--- config.mk ---
export PLATFORM = sky130hd
export DESIGN_NAME = svx32_mem_arbiter
export DESIGN_NICKNAME = d
export VERILOG_FILES = /design/src/rtl/core_pkg.sv /design/src/rtl/svx32_arb_rr.sv /design/src/rtl/svx32_mem_arbiter.sv
export SDC_FILE = /design/constraint.sdc
export NUM_CORES = 1
export LEC_CHECK = 0
export BUFFER_PORTS_ARGS = -buffer_cell sky130_fd_sc_hd__buf_2
export CELL_PAD_IN_SITES_DETAIL_PLACEMENT = 0
export CELL_PAD_IN_SITES_GLOBAL_PLACEMENT = 1
export CORE_UTILIZATION = 33
export DETAILED_ROUTE_END_ITERATION = 10
export PLACE_DENSITY = 0.87
export SETUP_SLACK_MARGIN = 0.1
export SKIP_LAST_GASP = 1
export SLEW_MARGIN = 25
export SYNTH_ARGS = -nofsm -noshare
export SYNTH_HDL_FRONTEND = slang
export SYNTH_SLANG_ARGS = --single-unit
--- constraint.sdc ---
create_clock -name pil_clk -period 2.33 [get_ports pil_clk]
set_clock_uncertainty 0.2 [all_clocks]
set_input_delay 0.3495 -clock pil_clk [delete_from_list [all_inputs] [get_ports pil_clk]]
set_output_delay 0.3495 -clock pil_clk [all_outputs]
set_load 0.01 [all_outputs]
--- src/rtl/core_pkg.sv ---
`default_nettype none
// ============================================================================
// Module : core_pkg
// Shared types and constants for the svx32 memory arbiter.
// Rev    : 1.0 - initial release
// ============================================================================
package core_pkg;

  localparam int XLEN = 32;

  typedef enum logic [1:0] {
    ST_IDLE = 2'd0,
    ST_ADDR = 2'd1,
    ST_RESP = 2'd2
  } arb_state_e;

  typedef enum logic {
    REQ_IF = 1'b0,
    REQ_DM = 1'b1
  } req_id_e;

endpackage : core_pkg
`default_nettype wire

--- src/rtl/svx32_arb_rr.sv ---
`default_nettype none
// ============================================================================
// Module : svx32_arb_rr
// Two-way round-robin picker: bit 0 = fetch, bit 1 = data; one-hot grant.
// Rev    : 1.0 - initial release
// ============================================================================
module svx32_arb_rr (
  input  logic [1:0] req_i,
  input  logic       last_i,
  output logic [1:0] gnt_o
);
  import core_pkg::*;

  always_comb begin
    gnt_o = 2'b00;
    case (req_i)
      2'b01:   gnt_o = 2'b01;
      2'b10:   gnt_o = 2'b10;
      // On a tie the requester that did not win last time goes first.
      2'b11:   gnt_o = (last_i == REQ_DM) ? 2'b01 : 2'b10;
      default: gnt_o = 2'b00;
    endcase
  end

endmodule : svx32_arb_rr
`default_nettype wire

--- src/rtl/svx32_mem_arbiter.sv ---
`default_nettype none
// ============================================================================
// Module : svx32_mem_arbiter
// Fetch/data arbiter onto one memory port, single outstanding transaction.
// Rev    : 1.0 - initial release
// ============================================================================
module svx32_mem_arbiter #(
  parameter int XLEN        = core_pkg::XLEN,
  parameter int TIMEOUT_CYC = 255
) (
  input  logic            pil_clk,
  input  logic            pil_rst_n,
  // fetch port
  input  logic            pil_if_req,
  input  logic [XLEN-1:0] piv_if_addr,
  output logic            pol_if_gnt,
  output logic            pol_if_valid,
  output logic [XLEN-1:0] pov_if_rdata,
  output logic            pol_if_err,
  // data port
  input  logic            pil_dm_req,
  input  logic            pil_dm_wen,
  input  logic [XLEN-1:0] piv_dm_addr,
  input  logic [XLEN-1:0] piv_dm_wdata,
  input  logic [3:0]      piv_dm_byte_sel,
  output logic            pol_dm_gnt,
  output logic            pol_dm_valid,
  output logic [XLEN-1:0] pov_dm_rdata,
  output logic            pol_dm_err,
  // memory port
  output logic            pol_mem_req,
  output logic            pol_mem_wen,
  output logic [XLEN-1:0] pov_mem_addr,
  output logic [XLEN-1:0] pov_mem_wdata,
  output logic [3:0]      pov_mem_byte_sel,
  input  logic            pil_mem_ack,
  input  logic            pil_mem_valid,
  input  logic [XLEN-1:0] piv_mem_rdata
);
  import core_pkg::*;

  localparam logic [9:0] TMO_LAST = 10'(TIMEOUT_CYC - 1);

  arb_state_e      state_q, state_d;
  req_id_e         owner_q, owner_d;
  req_id_e         last_q, last_d;
  logic [XLEN-1:0] addr_q, addr_d;
  logic [XLEN-1:0] wdata_q, wdata_d;
  logic            wen_q, wen_d;
  logic [3:0]      bsel_q, bsel_d;
  logic [9:0]      tmo_q, tmo_d;
  logic            rsp_vld_q, rsp_vld_d;
  logic            rsp_err_q, rsp_err_d;
  req_id_e         rsp_own_q, rsp_own_d;
  logic [XLEN-1:0] rsp_data_q, rsp_data_d;

  logic [1:0] arb_gnt;
  logic [1:0] gnt;
  logic       busy;
  logic       done;

  svx32_arb_rr u_arb (
    .req_i  ({pil_dm_req, pil_if_req}),
    .last_i (last_q),
    .gnt_o  (arb_gnt)
  );

  // Grants only leave the block from IDLE, and never while reset is held.
  assign gnt  = arb_gnt & {2{(state_q == ST_IDLE) && pil_rst_n}};
  assign busy = (state_q == ST_ADDR) || (state_q == ST_RESP);
  assign done = ((state_q == ST_ADDR) && pil_mem_ack && pil_mem_valid) ||
                ((state_q == ST_RESP) && pil_mem_valid);

  always_comb begin
    state_d    = state_q;
    owner_d    = owner_q;
    last_d     = last_q;
    addr_d     = addr_q;
    wdata_d    = wdata_q;
    wen_d      = wen_q;
    bsel_d     = bsel_q;
    tmo_d      = tmo_q;
    rsp_vld_d  = 1'b0;
    rsp_err_d  = 1'b0;
    rsp_own_d  = rsp_own_q;
    rsp_data_d = '0;

    case (state_q)
      ST_IDLE: begin
        if (gnt[0]) begin
          owner_d = REQ_IF;
          last_d  = REQ_IF;
          addr_d  = piv_if_addr;
          wdata_d = '0;
          wen_d   = 1'b0;
          bsel_d  = 4'b1111;
          tmo_d   = '0;
          state_d = ST_ADDR;
        end else if (gnt[1]) begin
          owner_d = REQ_DM;
          last_d  = REQ_DM;
          addr_d  = piv_dm_addr;
          wdata_d = piv_dm_wdata;
          wen_d   = pil_dm_wen;
          bsel_d  = piv_dm_byte_sel;
          tmo_d   = '0;
          state_d = ST_ADDR;
        end
      end
      ST_ADDR: begin
        if (pil_mem_ack && !pil_mem_valid) begin
          state_d = ST_RESP;
        end
      end
      ST_RESP: begin
        state_d = ST_RESP;
      end
      default: begin
        state_d = ST_IDLE;
      end
    endcase

    if (busy) begin
      tmo_d = tmo_q + 10'd1;
    end

    // A completion in the same cycle as the last allowed one beats the timeout.
    if (done) begin
      state_d    = ST_IDLE;
      rsp_vld_d  = 1'b1;
      rsp_own_d  = owner_q;
      rsp_data_d = wen_q ? '0 : piv_mem_rdata;
    end else if (busy && (tmo_q == TMO_LAST)) begin
      state_d   = ST_IDLE;
      rsp_vld_d = 1'b1;
      rsp_err_d = 1'b1;
      rsp_own_d = owner_q;
    end
  end

  always_ff @(posedge pil_clk or negedge pil_rst_n) begin
    if (!pil_rst_n) begin
      state_q    <= ST_IDLE;
      owner_q    <= REQ_IF;
      last_q     <= REQ_DM;
      addr_q     <= '0;
      wdata_q    <= '0;
      wen_q      <= 1'b0;
      bsel_q     <= 4'b0000;
      tmo_q      <= '0;
      rsp_vld_q  <= 1'b0;
      rsp_err_q  <= 1'b0;
      rsp_own_q  <= REQ_IF;
      rsp_data_q <= '0;
    end else begin
      state_q    <= state_d;
      owner_q    <= owner_d;
      last_q     <= last_d;
      addr_q     <= addr_d;
      wdata_q    <= wdata_d;
      wen_q      <= wen_d;
      bsel_q     <= bsel_d;
      tmo_q      <= tmo_d;
      rsp_vld_q  <= rsp_vld_d;
      rsp_err_q  <= rsp_err_d;
      rsp_own_q  <= rsp_own_d;
      rsp_data_q <= rsp_data_d;
    end
  end

  assign pol_if_gnt   = gnt[0];
  assign pol_dm_gnt   = gnt[1];
  assign pol_if_valid = rsp_vld_q && (rsp_own_q == REQ_IF);
  assign pol_dm_valid = rsp_vld_q && (rsp_own_q == REQ_DM);
  assign pol_if_err   = rsp_err_q && (rsp_own_q == REQ_IF);
  assign pol_dm_err   = rsp_err_q && (rsp_own_q == REQ_DM);
  assign pov_if_rdata = (rsp_own_q == REQ_IF) ? rsp_data_q : '0;
  assign pov_dm_rdata = (rsp_own_q == REQ_DM) ? rsp_data_q : '0;

  assign pol_mem_req      = (state_q == ST_ADDR);
  assign pol_mem_wen      = wen_q;
  assign pov_mem_addr     = addr_q;
  assign pov_mem_wdata    = wdata_q;
  assign pov_mem_byte_sel = bsel_q;

endmodule : svx32_mem_arbiter
`default_nettype wire
## Word-level counts from Yosys, hierarchy flattened

Index checks and enable logic that the tools add are counted.

- Add/sub/neg operators: 1
- Equal/unequal tests: 8
- Mux-type cells: 31
- Bitwise operators: 2
- Reductions and logical operators: 21

Operators with widths:

| kind | count |
|---|---|
| two-way mux 32 bit | 8 |
| two-way mux 10 bit | 4 |
| two-way mux 2 bit | 6 |
| case mux 2 bit (3 select lines) | 2 |
| adder 10 x 1 -> 10 bit, second input constant | 1 |
| == test 10 x 8 -> 1 bit, second input constant | 1 |
| logical AND 1 bit | 10 |
| two-way mux 1 bit | 9 |
| two-way mux 4 bit | 2 |
| == test 2 bit, second input constant | 3 |
| AND reduction 2 bit | 3 |
| nonzero test 2 bit | 3 |
| inequality test 5 x 4 -> 1 bit, second input constant | 1 |
| == test 2 x 1 -> 1 bit, second input constant | 2 |
| inequality test 4 x 1 -> 1 bit, second input constant | 1 |
| nonzero test 3 bit | 1 |
| AND 2 bit | 1 |
| logical NOT 2 bit | 1 |
| logical OR 1 bit | 2 |
| logical NOT 1 bit | 1 |
| NOT 1 bit | 1 |

- Flip-flop bits (word level): 118
- Bits of input ports: 139
- Output and inout port bits: 140

## Logic depth before layout (Yosys ltp)

Gate-level depths: netlist (run 1).

- Depth after elaboration: 8
- Gate-level depth with buffers: 8
- Gate-level depth less buffers: 7

## Modules after synthesis

From an unflattened synthesis (run 1), not the netlist that was laid out.

- Cells, all modules: 455
- Area, all modules: 5188.7 um2

Modules (own cells, without submodules):

| module | instances | cells each | area an instance (um2) | sequential area each (um2) |
|---|---|---|---|---|
| svx32_mem_arbiter | 1 | 452 | 5170.0 | 2954.1 |
| svx32_arb_rr | 1 | 3 | 18.8 | 0.0 |

## Worst setup path after synthesis (run 1)

OpenSTA, ideal clock, no wires.

- Path kind: reg2reg
- From: reg state_q[0]
- To: reg addr_q[0], in the netlist pov_mem_addr[0]
- Setup time: 0.083 ns
- Data arrival time: 1.762 ns
- Path slack: 0.285 ns
- Stages on the path, launching flop included: 9
- Path buffers: 2
- Path through: dfrtp_1 > inv_1 > ha_1 > and2_1 > o21ai_1 > clkbuf_1 > clkbuf_1 > nand2_1 > o21ai_0

- Cells in the longest elaborated chain, start to end: 5
- Elaborated cells between the ends (all ways): 6
- Classes of those cells: mux: 1; bitwise: 1; reduce/logical: 4

RTL lines:

| item | RTL line | RTL |
|---|---|---|
| start, declared | svx32_mem_arbiter.sv:44 | `arb_state_e state_q, state_d;` |
| start signal, assigned | svx32_mem_arbiter.sv:156 | `state_q <= state_d;` |
| logical NOT 2 bit (*) | svx32_mem_arbiter.sv:69, svx32_mem_arbiter.sv:88 |  |
| logical AND 1 bit | svx32_mem_arbiter.sv:69 | `assign gnt = arb_gnt & {2{(state_q == ST_IDLE) && pil_rst_n}};` |
| AND 2 bit | svx32_mem_arbiter.sv:69 |  |
| nonzero test 2 bit (no line) | - |  |
| AND reduction 2 bit (no line) | - |  |
| end signal, assigned | svx32_mem_arbiter.sv:159 | `addr_q <= addr_d;` |
| end, declared | svx32_mem_arbiter.sv:47 | `logic [XLEN-1:0] addr_q, addr_d;` |

Mark *: on every way between the ends. The rest lies on a longest branch, timed or not.
A chain may end at the register's enable or synchronous reset.

## Worst setup path in the final report (run 1)

- From: reg state_q[1]
- To: out pol_if_gnt

- Cells in the longest elaborated chain, start to end: 3

RTL lines:

| item | RTL line | RTL |
|---|---|---|
| logical NOT 2 bit | svx32_mem_arbiter.sv:69 |  |
| logical AND 1 bit | svx32_mem_arbiter.sv:69 |  |
| AND 2 bit | svx32_mem_arbiter.sv:69 |  |
| end, declared | svx32_mem_arbiter.sv:16 | `output logic pol_if_gnt,` |

No other way between the ends.

==> reports/qor.yml, run 1 <==
run_status:
  status: "finished clean"
global_route:
  grt_pass1_vias: 4574
  antenna_found_initial: 0
  track_usage: 0.189
  overflow: 0
  grt_max_degree: 97
  grt_pass1_wl_um: 23300
clock_tree:
  cts_sinks: 118
  clock_path_buffers: 2
  clk_latency_ps: 410
  cts_tree: "yes"
  h-tree-depth: 4
  clk_pin_slew_ps: 50
  cts_buffers: 17
  root_buffer: "clkbuf_16"
worst_hold_path:
  hold_path.class: "in -> reg"
  whs_path_depth: 3
pwr:
  cellPowerDensity_nw_per_um2: 1100
  internal_power_uw: 6070
  ir_worst_vdd_mv: 0.473
  p_leak_uw: 0.00438
  clockPowerShare: 0.284
  switching_share: 0.336
  combinationalPowerShare: 0.360
  seq_power_share: 0.356
  power_switching_uw: 3070
  power.total_uw: 9140
yosys:
  synth_edf_count: 0
  synth-seq-cells: 118
  syn_nets: 606
  syn_area_um2: 5170
  async_reset_ff_frac: 1.00
  synth_common_cells: "dfrtp_1 (117), and2_1 (67), nand2_1 (45)"
  synth_cells: 460
  synth_cell_types: 43
  synthFlopType: "dfrtp_1"
  syn_avg_cell_area_um2: 11.2
  synthTopCellsByArea: "dfrtp_1 (57%), and2_1 (8.1%), mux2i_1 (6.6%)"
  ys_seq_area_frac: 0.572
  synth_most_common_cell: "dfrtp_1"
  yosysWarnings: 0
  yosysTopAreaCellShare: 0.566
  yosys.area.top_type: "dfrtp_1"
setup_path:
  cp-start-kind: "register"
  cp_cell_sequence: "inv_2 -> ha_4 -> and2_4 -> and3_4 -> buf_12 -> buf_2"
  reg2reg_slack_ps: 230
  crit_type: "reg -> out"
  rr_worst_depth: 5
  cp_max_fo: 4
  critical_path_arrival_ps: 1650
  critPathRequiredTime_ps: 1780
  max_stage_delay_ps: 390
  slowest_stage: "dfrtp_1"
  crit_path_end_kind: "primary output"
run:
  drv_cap: 0
routing:
  drt_iter0_drc: 180
  wl_per_cell_um: 14.4
  route.met2.wl_um: 7510
  vias: 4720
  vias_per_cell: 4.51
  ant_nets: 0
  route.met3.wl_um: 1040
  top_layer: "met4"
  drc: 0
  routed_wl_um: 15100
  drt_pass1_iterations: 4
  met1_length_um: 6230
placement:
  gp_congestion: 0.782
  dp_hpwl_um: 9930
  post-place-ws_ps: 165
  port_buffers: 278
  place_area_um2: 6840
floorplanning:
  core.rowCount: 45
  pin_count: 279
  die_h_um: 127
  core_area_um2: 15300
  start_util: 0.339
  die_x_um: 127
  dieArea_um2: 16200
sta:
  tightest_slew_ps: 515
  grt_setup_unrepaired: "true"
  hold_viol_final: 0
  fin_ws_ps: 135
  setup_violations: 0
  finalMaxSlewViolations: 0
  max_slew_margin: 0.657
  period_share: 0.942
  layout_min_cycle_time_ps: 2190
  fin_tns_setup_ps: 0
  fmax_mhz: 456
final_layout:
  num_antenna_cells: 0
  utilization: 0.546
  fin_nets: 970
  nFillCells: 1382
  area_growth_pct: 61.1
  fin_area_um2: 8330
  drive_gt1_frac: 0.416
-- power groups by stage --
stage	clock, uW	sequential (uW)	combinational [uW]
floorplan	0	3440	1520
global placement	0	3250	2970
detailed placement	0	3260	3020
CTS	2660	3250	3260
global route	2760	3350	3630
finish	2590	3250	3290
-- worst paths after layout --
| check | start | endpoint |
|---|---|---|
| worst min register to register | pov_mem_addr[23] | pov_mem_addr[23] |
| worst min-delay path | piv_dm_addr[21] | pov_mem_addr[21] |
| min in group asynchronous | pil_rst_n | owner_q |
| max in group asynchronous | pil_rst_n | pov_mem_wdata[9] |
| worst max-delay path | state_q[1] | pol_if_gnt |
| worst max register to register | state_q[0] | tmo_q[9] |
-- cell families (layout without fill, tap and decap cells) --
kind of cell / count (synthesis) / after routing / share of synthesized area
muxes: 37 / 37 / 0.0724
AOI/OAI and AO/OA: 94 / 94 / 0.128
and+or+nand+nor: 171 / 171 / 0.185
adders and majority gates: 7 / 7 / 0.0169
DFF: 118 / 118 / 0.572
buffers and inverters: 33 / 409 / 0.0264
-- placed cells by master (no fill, tap or decap), drive strengths merged, types with 22 or more instances in the layout --
master	n
a22o	37
and2	67
buf	300
clkbuf	22
dfrtp	117
dlygate4sd3	72
mux2i	34
nand2	45
nor2b	34
o21ai	39
-- area by class of cell --
type	instances	area, um2	area share
sequential	118	2950	0.355
timing repair buffer	374	2390	0.287
multi-input combinational	309	2120	0.254
clock buffer	22	454	0.0545
tap	211	264	0.0317
clock inverter	9	128	0.0153
inverter	4	20.0	0.00240
-- flip-flops by register name, summed over array words and instances, names as in the netlist, 2 cells and up --
name / count
pov_mem_wdata: 32
pov_mem_addr: 32
pov_mem_byte_sel: 4
rsp_data_q: 32
tmo_q: 10
state_q: 2
-- what timing repair did --
| action | in CTS | in global routing |
|---|---|---|
| buffers inserted | 5 | 6 |
| hold endpoints to repair | 136 | 0 |
| gates resized for setup | 9 | 4 |
| pin swaps | 1 | 4 |
| endpoints found under the setup margin | 2 | 62 |
| gates cloned | 2 | 0 |
| hold buffers | 72 | 0 |
-- critical path: cells and delay by family, from the launching register on --
kind,cells,cell delay (ps)
simple gates,2,350
flops,1,390
buf+inv,3,340
fa+ha+maj,1,160
-- layer usage --
metal / vias up / GRT usage
li1: 2309 / -
met4: 0 / 0.0658
met1: 2176 / 0.218
met3: 23 / 0.0628
met5: - / 0
met2: 212 / 0.328
-- per-stage QoR --
stage,instances,hold slack [ps]
after floorplan,460,-146
after global placement,931,-38.4
after detailed placement,931,-37.5
after CTS,1041,7.01
after global routing,1047,23.5
final,1047,22.5
(Power assumes the default switching activity.)
==> run 2: changes to the inputs <==
- CORE_MARGIN: not set -> 8
- SYNTH_HIERARCHICAL: not set -> 1
==> run 2 against run 1 <==
Routed wire length up 19%. Die area grew 24%. Fmax increased by 2.7%. Setup slack gained 57 ps. Cell count increased by 3.3%. Critical endpoint unchanged. Combinational power rose by 4%. Register-to-register slack improved by 50 ps. Area after synthesis is 0.39% higher. Global-route usage down 1.4 points. Via count increased by 3.9%. Largest cell class unchanged.
==> reports/qor.yml, run 2 <==
floorplanning:
  core_area_um2: 15600  # was 15300 um2
  die_x_um: 141  # was 127 um
  pin_count: 279  # unchanged
  die_h_um: 141  # was 127 um
  start_util: 0.333  # was 0.339
  core.rowCount: 46  # was 45
  dieArea_um2: 20000  # was 16200 um2
sta:
  period_share: 0.918  # was 0.942
  fmax_mhz: 468  # was 456 MHz
  fin_tns_setup_ps: 0  # unchanged
  finalMaxSlewViolations: 0  # unchanged
  tightest_slew_ps: 734  # was 515 ps
  layout_min_cycle_time_ps: 2140  # was 2190 ps
  holdWs_ps: 23.5  # was 22.5 ps
  max_slew_margin: 0.511  # was 0.657
  setup_violations: 0  # unchanged
  grt_setup_unrepaired: "true"  # unchanged
  hold_viol_final: 0  # unchanged
yosys:
  yosys.area.top_type: "dfrtp_1"  # unchanged
  synth_cell_types: 40  # was 43
  syn_area_um2: 5190  # was 5170 um2
  ys_seq_area_frac: 0.569  # was 0.572
  synth_edf_count: 0  # unchanged
  yosysTopAreaCellShare: 0.564  # was 0.566
  synth_cells: 455  # was 460
  synthFlopType: "dfrtp_1"  # unchanged
  synth_most_common_cell: "dfrtp_1"  # unchanged
  async_reset_ff_frac: 1.00  # unchanged
  yosysWarnings: 6  # was 0
  synthTopCellsByArea: "dfrtp_1 (56%), and2_1 (8.0%), a22o_1 (5.7%)"  # was dfrtp_1 (57%), and2_1 (8.1%), mux2i_1 (6.6%)
  synth_common_cells: "dfrtp_1 (117), and2_1 (66), a22o_1 (34), nand2_1 (34), nor2b_1 (34)"  # was dfrtp_1 (117), and2_1 (67), nand2_1 (45)
  syn_avg_cell_area_um2: 11.4  # was 11.2 um2
  synth-seq-cells: 118  # unchanged
  syn_nets: 601  # was 606
placement:
  port_buffers: 278  # unchanged
  gp_congestion: 0.788  # was 0.782
  dp_hpwl_um: 12100  # was 9930 um
routing:
  wl_per_cell_um: 16.6  # was 14.4 um
  route.met2.wl_um: 9330  # was 7510 um
  top_layer: "met5"  # was met4
  vias_per_cell: 4.53  # was 4.51
  vias: 4904  # was 4720
  route.met3.wl_um: 1470  # was 1040 um
  drt_pass1_iterations: 5  # was 4
  routed_wl_um: 18000  # was 15100 um
  ant_nets: 0  # unchanged
  met1_length_um: 6670  # was 6230 um
  drc: 0  # unchanged
  drt_iter0_drc: 331  # was 180
setup_path:
  crit_type: "reg -> out"  # unchanged
  critical_path_arrival_ps: 1590  # was 1650 ps
  cp_max_fo: 3  # was 4
  critPathRequiredTime_ps: 1780  # about the same
  crit_path_end_kind: "primary output"  # unchanged
  cp-start-kind: "register"  # unchanged
final_layout:
  utilization: 0.556  # was 0.546
  most-common-layout-cells: "buf_2 (276), dfrtp_1 (117), dlygate4sd3_1 (112)"  # was buf_2 (277), dfrtp_1 (117), dlygate4sd3_1 (72)
  final_common_cell: "buf_2"  # unchanged
  drive_gt1_frac: 0.395  # was 0.416
  fin_nets: 999  # was 970
  area_growth_pct: 67.1  # was 61.1%
clock_tree:
  root_buffer: "clkbuf_16"  # unchanged
  clk_latency_ps: 410  # about the same
  cts_sinks: 118  # unchanged
  cts_tree: "yes"  # unchanged
  clock_path_buffers: 2  # unchanged
  clk_pin_slew_ps: 50  # about the same
  h-tree-depth: 4  # unchanged
  cts_buffers: 17  # unchanged
global_route:
  grt_pass1_vias: 5166  # was 4574
  overflow: 0  # unchanged
  track_usage: 0.175  # was 0.189
  antenna_found_initial: 2  # was 0
  grt_max_degree: 82  # was 97
  grt_pass1_wl_um: 27300  # was 23300 um
pwr:
  power.total_uw: 9200  # was 9140 uW
  ir_worst_vdd_mv: 0.482  # was 0.473 mV
  p_leak_uw: 0.00468  # was 0.00438 uW
  cellPowerDensity_nw_per_um2: 1060  # was 1100 nW/um2
run:
  drv_cap: 0  # unchanged
worst_hold_path:
  hold_path.class: "in -> reg"  # unchanged
run_status:
  status: "finished clean"  # unchanged
==> run 2: changes by cell type in the layout (fill, tap and decap cells not counted), sizes merged, moves of 2 or more <==
cell         delta
nor2            +6
clkinvlp        +2
o21bai          -2
mux2i           -8
o21ai          -10
xnor2           +2
inv            +14
dlygate4sd3    +40
a222oi         +11
a21boi          +2
or3             -2
nand2          -11
buf             -6
a22o            -3
==> run 2: repair_timing <==
item,4_1_cts,5_1_grt
hold endpoints to repair,139,0
hold buffers,112,0
resized for setup,11,3
endpoints found under the setup margin,46,2
cloned,1,0
buffers inserted,1,2
pin swaps,1,0
==> run 2: kinds of logic (layout without fill, tap and decap cells) <==
kind of cell               after synthesis  count (layout)  share of synthesized area
DFF                                    118             118                      0.569
AOI/OAI and AO/OA                       89              89                      0.136
buffers and inverters                   45             455                     0.0383
and+or+nand+nor                        166             166                      0.181
xor gates and xnor gates                 2               2                    0.00338
adders and majority gates                7               7                     0.0169
other                                    0               1                          0
muxes                                   28              28                     0.0552
==> run 2: cell type report <==
type	instances	area (um2)
Timing Repair Buffer	407	2720
Multi-Input combinational cell	292	2090
Tap cell	216	270
Fill cell	1319	6930
Clock buffer	21	460
Inverter	17	63.8
Antenna cell	1	2.50
Clock inverter	10	105
Sequential cell	118	2950
==> run 2: where the power goes <==
part           leakage (uW)  total [uW]  switching [uW]  internal (uW)
clock network      0.000278        2490             883           1610
logic               0.00287        3430            1820           1620
registers           0.00153        3270             474           2800
total               0.00468        9200            3180           6020
==> run 2: layer usage <==
metal	vias up	global-route usage
met2	193	0.307
li1	2367	-
met1	2301	0.184
met5	-	0
met4	4	0.0757
met3	39	0.0689
==> run 2: metrics by stage <==
step           cells  area [um2]  worst slack, ps
3_5_place_dp     933        6850            -25.0
5_1_grt         1081        8670             83.5
6_report        1082        8670              192
2_1_floorplan    455        5190              346
3_3_place_gp     933        6850             79.2
4_1_cts         1078        8620             49.8
==> run 2: worst paths after layout <==
check / start / endpoint / slack, ps / cells past startpoint
max in group asynchronous: pil_rst_n / pov_mem_wdata[27] / 870 / 3
worst max register to register: state_q[1] / pov_mem_addr[8] / 280 / 7
min in group asynchronous: pil_rst_n / owner_q / 480 / 3
worst min register to register: pov_mem_wdata[4] / pov_mem_wdata[4] / 300 / 1
worst max-delay path: last_q / pol_if_gnt / 190 / 4
worst min-delay path: piv_if_addr[10] / pov_mem_addr[10] / 20 / 3
==> run 2: worst max-delay path, cell delays in order (launching register included) <==
cell      delay (ps)
dfstp_2          540
inv_1             60
a21boi_4         210
and3_4           230
buf_2            140
==> run 3: changes to the inputs <==
- RECOVER_POWER: not set -> 50
==> run 3 against run 2 <==
Combinational power fell by 4%. Non-clock buffer count did not move. Clock power barely moved. Setup slack improved by 0.62 ps. Largest power group unchanged. Register-to-register slack barely moved. Utilization fell by 0.63 points.
==> reports/qor.yml, run 3 (synthesis results as in run 2) <==
setup_path:
  slowest_stage: "dfstp_2"  # unchanged
  max_stage_delay_ps: 540  # about the same
  critPathRequiredTime_ps: 1780  # about the same
  cp_cell_sequence: "a21boi_1 -> buf_4 -> nand3_4 -> buf_12 -> inv_2 -> buf_4"  # was inv_1 -> a21boi_4 -> and3_4 -> buf_2
  critical_path_arrival_ps: 1590  # about the same
  cp_max_fo: 4  # was 3
  crit_top_cell: "buf_4"
  crit_type: "reg -> out"  # unchanged
  cp-start-kind: "register"  # unchanged
  crit_path_end_kind: "primary output"  # unchanged
sta:
  setup_violations: 0  # unchanged
  fin_ws_ps: 193  # was 192 ps
  period_share: 0.917  # was 0.918
  finalMaxSlewViolations: 0  # unchanged
  max_slew_margin: 0.266  # was 0.511
  layout_min_cycle_time_ps: 2140  # about the same
  grt_setup_unrepaired: "true"  # unchanged
  fmax_mhz: 468  # about the same
  holdWs_ps: 24.8  # was 23.5 ps
  hold_viol_final: 0  # unchanged
  tightest_slew_ps: 1100  # was 734 ps
global_route:
  overflow: 0  # unchanged
  grt_pass1_wl_um: 27300  # unchanged
  grt_max_degree: 82  # unchanged
  track_usage: 0.175  # unchanged
  antenna_found_initial: 2  # unchanged
  grt_pass1_vias: 5166  # unchanged
placement:
  place_area_um2: 6850  # unchanged
  post-place-ws_ps: -25.0  # unchanged
  dp_hpwl_um: 12100  # unchanged
  port_buffers: 278  # unchanged
  gp_congestion: 0.788  # unchanged
floorplanning:
  die_x_um: 141  # unchanged
  core_area_um2: 15600  # unchanged
  die_h_um: 141  # unchanged
  core.rowCount: 46  # unchanged
  dieArea_um2: 20000  # unchanged
  start_util: 0.333  # unchanged
  pin_count: 279  # unchanged
pwr:
  cellPowerDensity_nw_per_um2: 1060  # about the same
  ir_worst_vdd_mv: 0.475  # was 0.482 mV
  p_leak_uw: 0.00443  # was 0.00468 uW
  seq_power_share: 0.362  # was 0.356
  clockPowerShare: 0.275  # was 0.271
  combinationalPowerShare: 0.363  # was 0.373
  switching_share: 0.352  # was 0.345
  power_switching_uw: 3190  # was 3180 uW
  internal_power_uw: 5880  # was 6020 uW
routing:
  wl_per_cell_um: 16.6  # about the same
  vias_per_cell: 4.55  # was 4.53
  drc: 0  # unchanged
  drt_iter0_drc: 327  # was 331
  drt_pass1_iterations: 4  # was 5
  vias: 4925  # was 4904
  routed_wl_um: 18000  # about the same
  ant_nets: 0  # unchanged
clock_tree:
  clk_latency_ps: 410  # about the same
  root_buffer: "clkbuf_16"  # unchanged
  h-tree-depth: 4  # unchanged
  clk_pin_slew_ps: 50  # about the same
  cts_buffers: 17  # unchanged
  cts_tree: "yes"  # unchanged
  cts_sinks: 118  # unchanged
  clock_path_buffers: 2  # unchanged
worst_hold_path:
  hold_path.class: "in -> reg"  # unchanged
final_layout:
  fin_area_um2: 8570  # was 8670 um2
  final_common_cell: "buf_2"  # unchanged
  most-common-layout-cells: "buf_2 (207), dfrtp_1 (117), dlygate4sd3_1 (112)"  # was buf_2 (276), dfrtp_1 (117), dlygate4sd3_1 (112)
  area_growth_pct: 65.2  # was 67.1%
  drive_gt1_frac: 0.314  # was 0.395
  fin_nets: 999  # unchanged
run_status:
  status: "finished clean"  # unchanged
run:
  drv_cap: 0  # unchanged
run 3: cell type report:
type,instances,area [um2]
diodes,1,2.50
clock inverters,10,105
clock buffers,21,460
repair buffers,407,2630
multi-input cells,292,2080
well taps,216,270
flip-flops and latches,118,2950
fillers,1356,7030
inverters,17,63.8
run 3: what timing repair did:
action | in CTS | in global routing
resized for setup | 11 | 3
pin swaps | 1 | 0
endpoints found under the hold margin | 139 | 0
buffers inserted | 1 | 2
endpoints found under the setup margin | 46 | 2
gates cloned | 1 | 0
hold buffers | 112 | 0
run 3: stage by stage:
stage | TNS (ps) | power, uW | instances | utilization
2_1_floorplan | 0 | 5090 | 455 | -
3_3_place_gp | 0 | 6370 | 933 | 0.439
3_5_place_dp | -105 | 6440 | 933 | 0.439
4_1_cts | 0 | 9230 | 1078 | 0.553
5_1_grt | 0 | 9680 | 1081 | 0.549
6_report | 0 | 9070 | 1082 | 0.550
run 3: worst paths after layout:
kind | startpoint | endpoint | slack, ps | cells after the start
worst max register to register | last_q | pov_mem_addr[3] | 290 | 6
worst min register to register | pov_mem_wdata[22] | pov_mem_wdata[22] | 300 | 1
worst max-delay path | last_q | pol_dm_gnt | 190 | 6
max in group asynchronous | pil_rst_n | pov_mem_wdata[27] | 490 | 3
worst min-delay path | piv_if_addr[10] | pov_mem_addr[10] | 20 | 3
min in group asynchronous | pil_rst_n | owner_q | 660 | 3
run 3: power groups by stage:
stage          registers [uW]  clock network (uW)  logic, uW
2_1_floorplan            3460                   0       1630
3_5_place_dp             3270                   0       3170
6_report                 3280                2490       3300
5_1_grt                  3380                2670       3630
4_1_cts                  3260                2550       3420
3_3_place_gp             3260                   0       3100
run 3: routing by layer:
metal	share of wire	track usage	wire (um)
met3	0.079	0.0689	1420
met2	0.52	0.307	9340
met4	0.027	0.0757	486
met5	0.0012	0	22
met1	0.37	0.184	6700
run 3: worst max-delay path, delay by kind of cell (launching register included):
family | cells | cell delay (ps)
AO/OA/AOI/OAI | 1 | 70
buffers and inverters | 4 | 450
flip-flops | 1 | 540
AND/OR/NAND/NOR | 1 | 120
